### config.mk
export PLATFORM = sky130hd
export DESIGN_NAME = alu_arbiter
export DESIGN_NICKNAME = d
export VERILOG_FILES = /design/src/rtl/alu_arbiter.sv
export SDC_FILE = /design/constraint.sdc
export NUM_CORES = 1
export LEC_CHECK = 0
export ABC_AREA = 1
export CAP_MARGIN = 25
export CORE_ASPECT_RATIO = 2
export CORE_MARGIN = 10
export CORE_UTILIZATION = 36
export CTS_CLUSTER_SIZE = 16
export DETAILED_ROUTE_END_ITERATION = 12
export GPL_TIMING_DRIVEN = 0
export PLACE_DENSITY = 0.76
export SETUP_SLACK_MARGIN = 0.02
export SYNTH_ARGS = -nofsm -noshare
export SYNTH_HDL_FRONTEND = slang
export SYNTH_SLANG_ARGS = --single-unit
### constraint.sdc
create_clock -name clk -period 1.3 [get_ports clk]
set_clock_uncertainty 0.2 [all_clocks]
set_input_delay 0.26 -clock clk [delete_from_list [all_inputs] [get_ports clk]]
set_output_delay 0.26 -clock clk [all_outputs]
set_load 0.05 [all_outputs]
### src/rtl/alu_arbiter.sv
// Round-robin arbiter sharing one multi-cycle ALU between two requesters.
// Optional divide-by-zero trap: define ALU_ARB_DIVZ_CHK_EN.
module alu_arbiter #(
  parameter int unsigned ALU_LAT = 1
) (
  input  logic        clk,
  input  logic        rst,
  input  logic        req0_valid,
  output logic        req0_ready,
  input  logic [3:0]  req0_cmd,
  input  logic [7:0]  req0_a,
  input  logic [7:0]  req0_b,
  input  logic        req1_valid,
  output logic        req1_ready,
  input  logic [3:0]  req1_cmd,
  input  logic [7:0]  req1_a,
  input  logic [7:0]  req1_b,
  output logic        rsp_valid,
  input  logic        rsp_ready,
  output logic [15:0] rsp_data,
  output logic        rsp_id,
  output logic        rsp_err,
  output logic [7:0]  alu_a,
  output logic [7:0]  alu_b,
  output logic [3:0]  alu_cmd,
  output logic        alu_en,
  input  logic [15:0] alu_out,
  output logic        busy
);

  typedef enum logic [1:0] {
    IDLE = 2'd0,
    EXEC = 2'd1,
    RESP = 2'd2
  } state_t;

  localparam logic [3:0] LAT_L = 4'(ALU_LAT);

  state_t      state_r;
  state_t      state_nxt_s;
  logic        last_grant_r;
  logic        id_r;
  logic [3:0]  cnt_r;
  logic        gnt_valid_s;
  logic        gnt_id_s;
  logic [3:0]  sel_cmd_s;
  logic [7:0]  sel_a_s;
  logic [7:0]  sel_b_s;
  logic        divz_s;
  logic        done_s;
  logic        handoff_s;

  // Grant: only in IDLE; on contention the requester that did not win last time goes first.
  always_comb begin
    gnt_valid_s = 1'b0;
    gnt_id_s    = 1'b0;
    if (state_r == IDLE) begin
      if (req0_valid && req1_valid) begin
        gnt_valid_s = 1'b1;
        gnt_id_s    = ~last_grant_r;
      end else if (req0_valid) begin
        gnt_valid_s = 1'b1;
        gnt_id_s    = 1'b0;
      end else if (req1_valid) begin
        gnt_valid_s = 1'b1;
        gnt_id_s    = 1'b1;
      end else begin
        gnt_valid_s = 1'b0;
        gnt_id_s    = 1'b0;
      end
    end else begin
      gnt_valid_s = 1'b0;
      gnt_id_s    = 1'b0;
    end
  end

  assign req0_ready = gnt_valid_s & ~gnt_id_s;
  assign req1_ready = gnt_valid_s &  gnt_id_s;

  // Operand mux for the granted requester.
  always_comb begin
    sel_cmd_s = req0_cmd;
    sel_a_s   = req0_a;
    sel_b_s   = req0_b;
    if (gnt_id_s) begin
      sel_cmd_s = req1_cmd;
      sel_a_s   = req1_a;
      sel_b_s   = req1_b;
    end else begin
      sel_cmd_s = req0_cmd;
      sel_a_s   = req0_a;
      sel_b_s   = req0_b;
    end
  end

`ifdef ALU_ARB_DIVZ_CHK_EN
  localparam logic [3:0] CMD_DIV = 4'b0101;
  assign divz_s = gnt_valid_s && (sel_cmd_s == CMD_DIV) && (sel_b_s == 8'h00);
`else
  assign divz_s = 1'b0;
`endif

  assign done_s    = (state_r == EXEC) && (cnt_r == 4'd1);
  assign handoff_s = (state_r == RESP) && rsp_ready;
  assign busy      = (state_r != IDLE);

  // Next-state logic.
  always_comb begin
    state_nxt_s = state_r;
    case (state_r)
      IDLE: begin
        if (divz_s) begin
          state_nxt_s = RESP;
        end else if (gnt_valid_s) begin
          state_nxt_s = EXEC;
        end else begin
          state_nxt_s = IDLE;
        end
      end
      EXEC: begin
        if (done_s) begin
          state_nxt_s = RESP;
        end else begin
          state_nxt_s = EXEC;
        end
      end
      RESP: begin
        if (handoff_s) begin
          state_nxt_s = IDLE;
        end else begin
          state_nxt_s = RESP;
        end
      end
      default: state_nxt_s = IDLE;
    endcase
  end

  // State register.
  always_ff @(posedge clk) begin
    if (rst) begin
      state_r <= IDLE;
    end else begin
      state_r <= state_nxt_s;
    end
  end

  // Datapath: operand latch, latency counter, result capture and response handshake.
  always_ff @(posedge clk) begin
    if (rst) begin
      last_grant_r <= 1'b1;
      id_r         <= 1'b0;
      cnt_r        <= 4'd0;
      alu_a        <= 8'h00;
      alu_b        <= 8'h00;
      alu_cmd      <= 4'h0;
      alu_en       <= 1'b0;
      rsp_valid    <= 1'b0;
      rsp_data     <= 16'h0000;
      rsp_id       <= 1'b0;
    end else begin
      if (gnt_valid_s) begin
        alu_a   <= sel_a_s;
        alu_b   <= sel_b_s;
        alu_cmd <= sel_cmd_s;
        id_r    <= gnt_id_s;
        cnt_r   <= LAT_L;
        if (divz_s) begin
          alu_en    <= 1'b0;
          rsp_valid <= 1'b1;
          rsp_data  <= 16'hFFFF;
          rsp_id    <= gnt_id_s;
        end else begin
          alu_en <= 1'b1;
        end
      end else if (done_s) begin
        alu_en    <= 1'b0;
        rsp_valid <= 1'b1;
        rsp_data  <= alu_out;
        rsp_id    <= id_r;
      end else if (state_r == EXEC) begin
        cnt_r <= cnt_r - 4'd1;
      end else if (handoff_s) begin
        rsp_valid    <= 1'b0;
        last_grant_r <= rsp_id;
      end else begin
        cnt_r <= cnt_r;
      end
    end
  end

`ifdef ALU_ARB_DIVZ_CHK_EN
  // Error flag: set by a trapped divide, cleared whenever a normal result is loaded.
  always_ff @(posedge clk) begin
    if (rst) begin
      rsp_err <= 1'b0;
    end else if (divz_s) begin
      rsp_err <= 1'b1;
    end else if (done_s) begin
      rsp_err <= 1'b0;
    end else begin
      rsp_err <= rsp_err;
    end
  end
`else
  assign rsp_err = 1'b0;
`endif

endmodule

==> results.toml, run 1 <==
[run_status]
status = "complete, but fails checks"
violations = "negative setup slack"

[worst_setup_path]
reg2reg_depth = 9
crit_buf_inv = 5
max_stage_delay_ns = 0.41
criticalPathCategory = "flop to flop"
end_kind = "flop"
cpMostUsedCell = "buf_4"
worstPathMaxFanout = 5
cp-start-kind = "flop"
arrival_ns = 1.58
r2r_end = "alu_a[4]"
r2r_start = "state_r[0]"
crit_family = "buffers and inverters"
required_ns = 1.29
rrSetupSlack_ns = -0.29
cp_slowest_cell = "dfxtp_4"
path_cells = "nor2_4 -> buf_4 -> buf_8 -> buf_4 -> clkbuf_16 -> nand4_1 -> nand3_1 -> nand2_1 -> inv_1"

[logic_synthesis]
synth.cell_area_mm2 = 0.002096
synth_compound_area_frac = 0.06209
ys_ff_latch = 47
syn_inst = 302
synth_cell_types = 24
synth_simple_gate_area_frac = 0.3833
synth.avg_cell_area_um2 = 6.940
syn-num-nets = 365
synth_flop_cell = "dfxtp_1"
muxShareOfSynthArea = 0
synth_top_area_share = 0.4490
synth_seq_area_share = 0.4490
synthAdderAreaFrac = 0.01194
synthTopCellsByArea = "dfxtp_1, nand2_1, nor2_1"
synth_top_area_cell = "dfxtp_1"
ys_async_sr_fraction = 0
synth_xor_area_frac = 0.004179
synth_warnings = 0
synth-edff-count = 0
synth_top_family_by_area = "simple AND/OR/NAND/NOR gates"

[drt]
avgViaCountPerCell = 4.966
wl_mm = 7.969
dr.pass1.iters = 6
drt_iter0_markers = 86
routedWlPerCell_um = 16.03
vias = 2468
final_antenna_net_count = 0
drc_errors = 0

[pwr]
p_int_uw = 3322
netSwitchingFraction = 0.3703
power.switching_uw = 1954
combPwrFrac = 0.420
power_density_mw_per_mm2 = 1320
p_leak_uw = 0.001850
clkPwrFrac = 0.245
seqPwrFrac = 0.334
vdd_drop_max_mv = 1.097

[die]
rows = 39
fp.dieW_um = 73.95
dieHeight_um = 127.9
initial_core_util = 0.3671
dieArea_mm2 = 0.009458
io_pins = 104
core_mm2 = 0.005709

[sta]
setup_viol = 47
fmax_mhz = 628.0
worst_slack_ns = -0.2923
final_max_slew_viol_count = 0
final.period_utilization = 1.225
slew_headroom = 0.6679
finalCriticalPeriod_ns = 1.592
worstMarginPinSlew_ns = 0.4954
rsz0062_at_grt = "yes"
fin_hold_ws_ns = 0.1807
hold_violations = 0

[cts]
postCtsHoldBufs = 0
cts_max_level = 2
cts_sinks = 47
cts_buffer_depth = 2
insertion_delay_ns = 0.29
cts_buffers = 5
path_clk_slew_ns = 0.07
cts_tree = "built"
root_buffer = "clkbuf_16"

[cells_and_area]
syn_to_final_growth_pct = 90.69
antenna_cells = 0
layout-drive-gt1-share = 0.3899
fin_util = 0.7000
fin_nets = 498

[grt]
grt_pass1_wl_mm = 12.20
antenna_found_initial = 0
grt_usage = 0.1591
overflow = 0
first_global_vias = 2536
grt_max_degree = 17

[placed_design]
pre_cts_ws_ns = -1.263
place.gp.congestion = 0.8120
hpwlAfterDp_mm = 5.476
io_buffers = 101

[min_path]
hold_end = "alu_cmd[2]"
hold_depth = 5
hp-start = "req1_valid"
hp-class = "input pin to flop"

[flow_run]
drv_cap = 0
-- cell usage after synthesis, types with 4 or more instances --
| master | number |
|---|---|
| nand2_1 | 87 |
| nor2_1 | 56 |
| dfxtp_1 | 47 |
| inv_1 | 21 |
| nand4_1 | 21 |
| o21ai_0 | 13 |
| nand3_1 | 11 |
| o21ai_1 | 7 |
| a21oi_1 | 6 |
| buf_2 | 6 |
| inv_2 | 5 |
| buf_4 | 4 |
| clkbuf_1 | 4 |
-- metrics by stage --
step	setup TNS, ns	instance area [µm²]	total power (µW)	cells
floorplan	-1.090	2173	2852	302
global placement	-35.64	3261	3461	464
detailed placement	-36.50	3261	3480	464
CTS	-4.935	3760	5041	491
global route	-10.12	3996	5516	497
finish	-7.180	3996	5276	497
-- flip-flops by register name, summed over array words and instances (netlist names) --
name / cells
rsp_data: 16
alu_a: 8
alu_cmd: 4
cnt_r: 4
state_r: 2
alu_b: 8
rsp_valid: 1
rsp_id: 1
last_grant_r: 1
alu_en: 1
id_r: 1
-- worst max path at each step --
stage | startpoint | end | slack [ns] | depth (start not counted)
global placement | req0_valid | req1_ready | -1.26 | 5
detailed placement | req0_valid | req1_ready | -1.26 | 5
global route | state_r[1] | alu_cmd[0] | -0.35 | 9
finish | state_r[0] | alu_a[4] | -0.29 | 9
CTS | state_r[1] | req0_ready | -0.27 | 4
floorplan | last_grant_r | alu_a[0] | -0.1 | 7
-- cell families (layout without fill, tap and decap cells) --
logic type	Yosys count	count (layout)
AOI/OAI and AO/OA	26	26
xor gates and xnor gates	1	1
adders and majority gates	2	2
buffers and inverters	41	175
DFF	47	47
other	1	1
and+or+nand+nor	184	184
-- worst register-to-register path, delay by kind of cell (launching register included) --
kind | cells | cell delay [ns]
buf+inv | 5 | 0.58
simple gates | 4 | 0.29
flops | 1 | 0.41
-- what timing repair did --
action / in CTS / in global routing
pin swaps: 16 / 10
setup buffers: 15 / 4
gates resized for setup: 346 / 61
cloned: 4 / 2
endpoints found under the setup margin: 88 / 82
-- layer usage --
| layer | vias up | track usage | part of all wire |
|---|---|---|---|
| met4 | 0 | 0.05954 | 0.024 |
| li1 | 1226 | - | - |
| met1 | 1135 | 0.1543 | 0.33 |
| met5 | - | 0 | 0 |
| met3 | 14 | 0.04729 | 0.081 |
| met2 | 93 | 0.2964 | 0.57 |
-- area by class of cell --
cell class                      count  area, µm²
Fill cell                         422       1713
Timing Repair Buffer              126       1350
Sequential cell                    47      989.7
Buffer                             15      151.4
Inverter                           26      118.9
Tap cell                           61      76.32
Clock buffer                        5      125.1
Clock inverter                      3      23.77
Multi-Input combinational cell    214       1161
-- placed cells by master (no fill, tap or decap), types with 4 or more instances in the layout --
cell / n
clkdlybuf4s50_1: 57
nand2_1: 80
dfxtp_1: 14
buf_8: 6
buf_4: 18
nor2_1: 55
nand2_4: 5
o21ai_2: 14
nand4_1: 21
nand3_1: 10
a21oi_2: 5
inv_2: 4
dfxtp_2: 30
buf_6: 50
clkbuf_16: 7
inv_1: 16
-- power by group through the flow --
stage / logic [µW] / registers [µW] / clock network (µW)
2_1_floorplan: 658 / 2190 / 0
3_3_place_gp: 1740 / 1730 / 0
3_5_place_dp: 1750 / 1730 / 0
4_1_cts: 2000 / 1730 / 1310
5_1_grt: 2370 / 1780 / 1370
6_report: 2220 / 1760 / 1290
No activity file was read; power rests on OpenSTA's default activity.
==> run 2: changes to the inputs <==
SLEW_MARGIN = 10   (was unset)
==> results of run 2 <==
The final DEF is identical to that of run 1; final timing and power are the same.
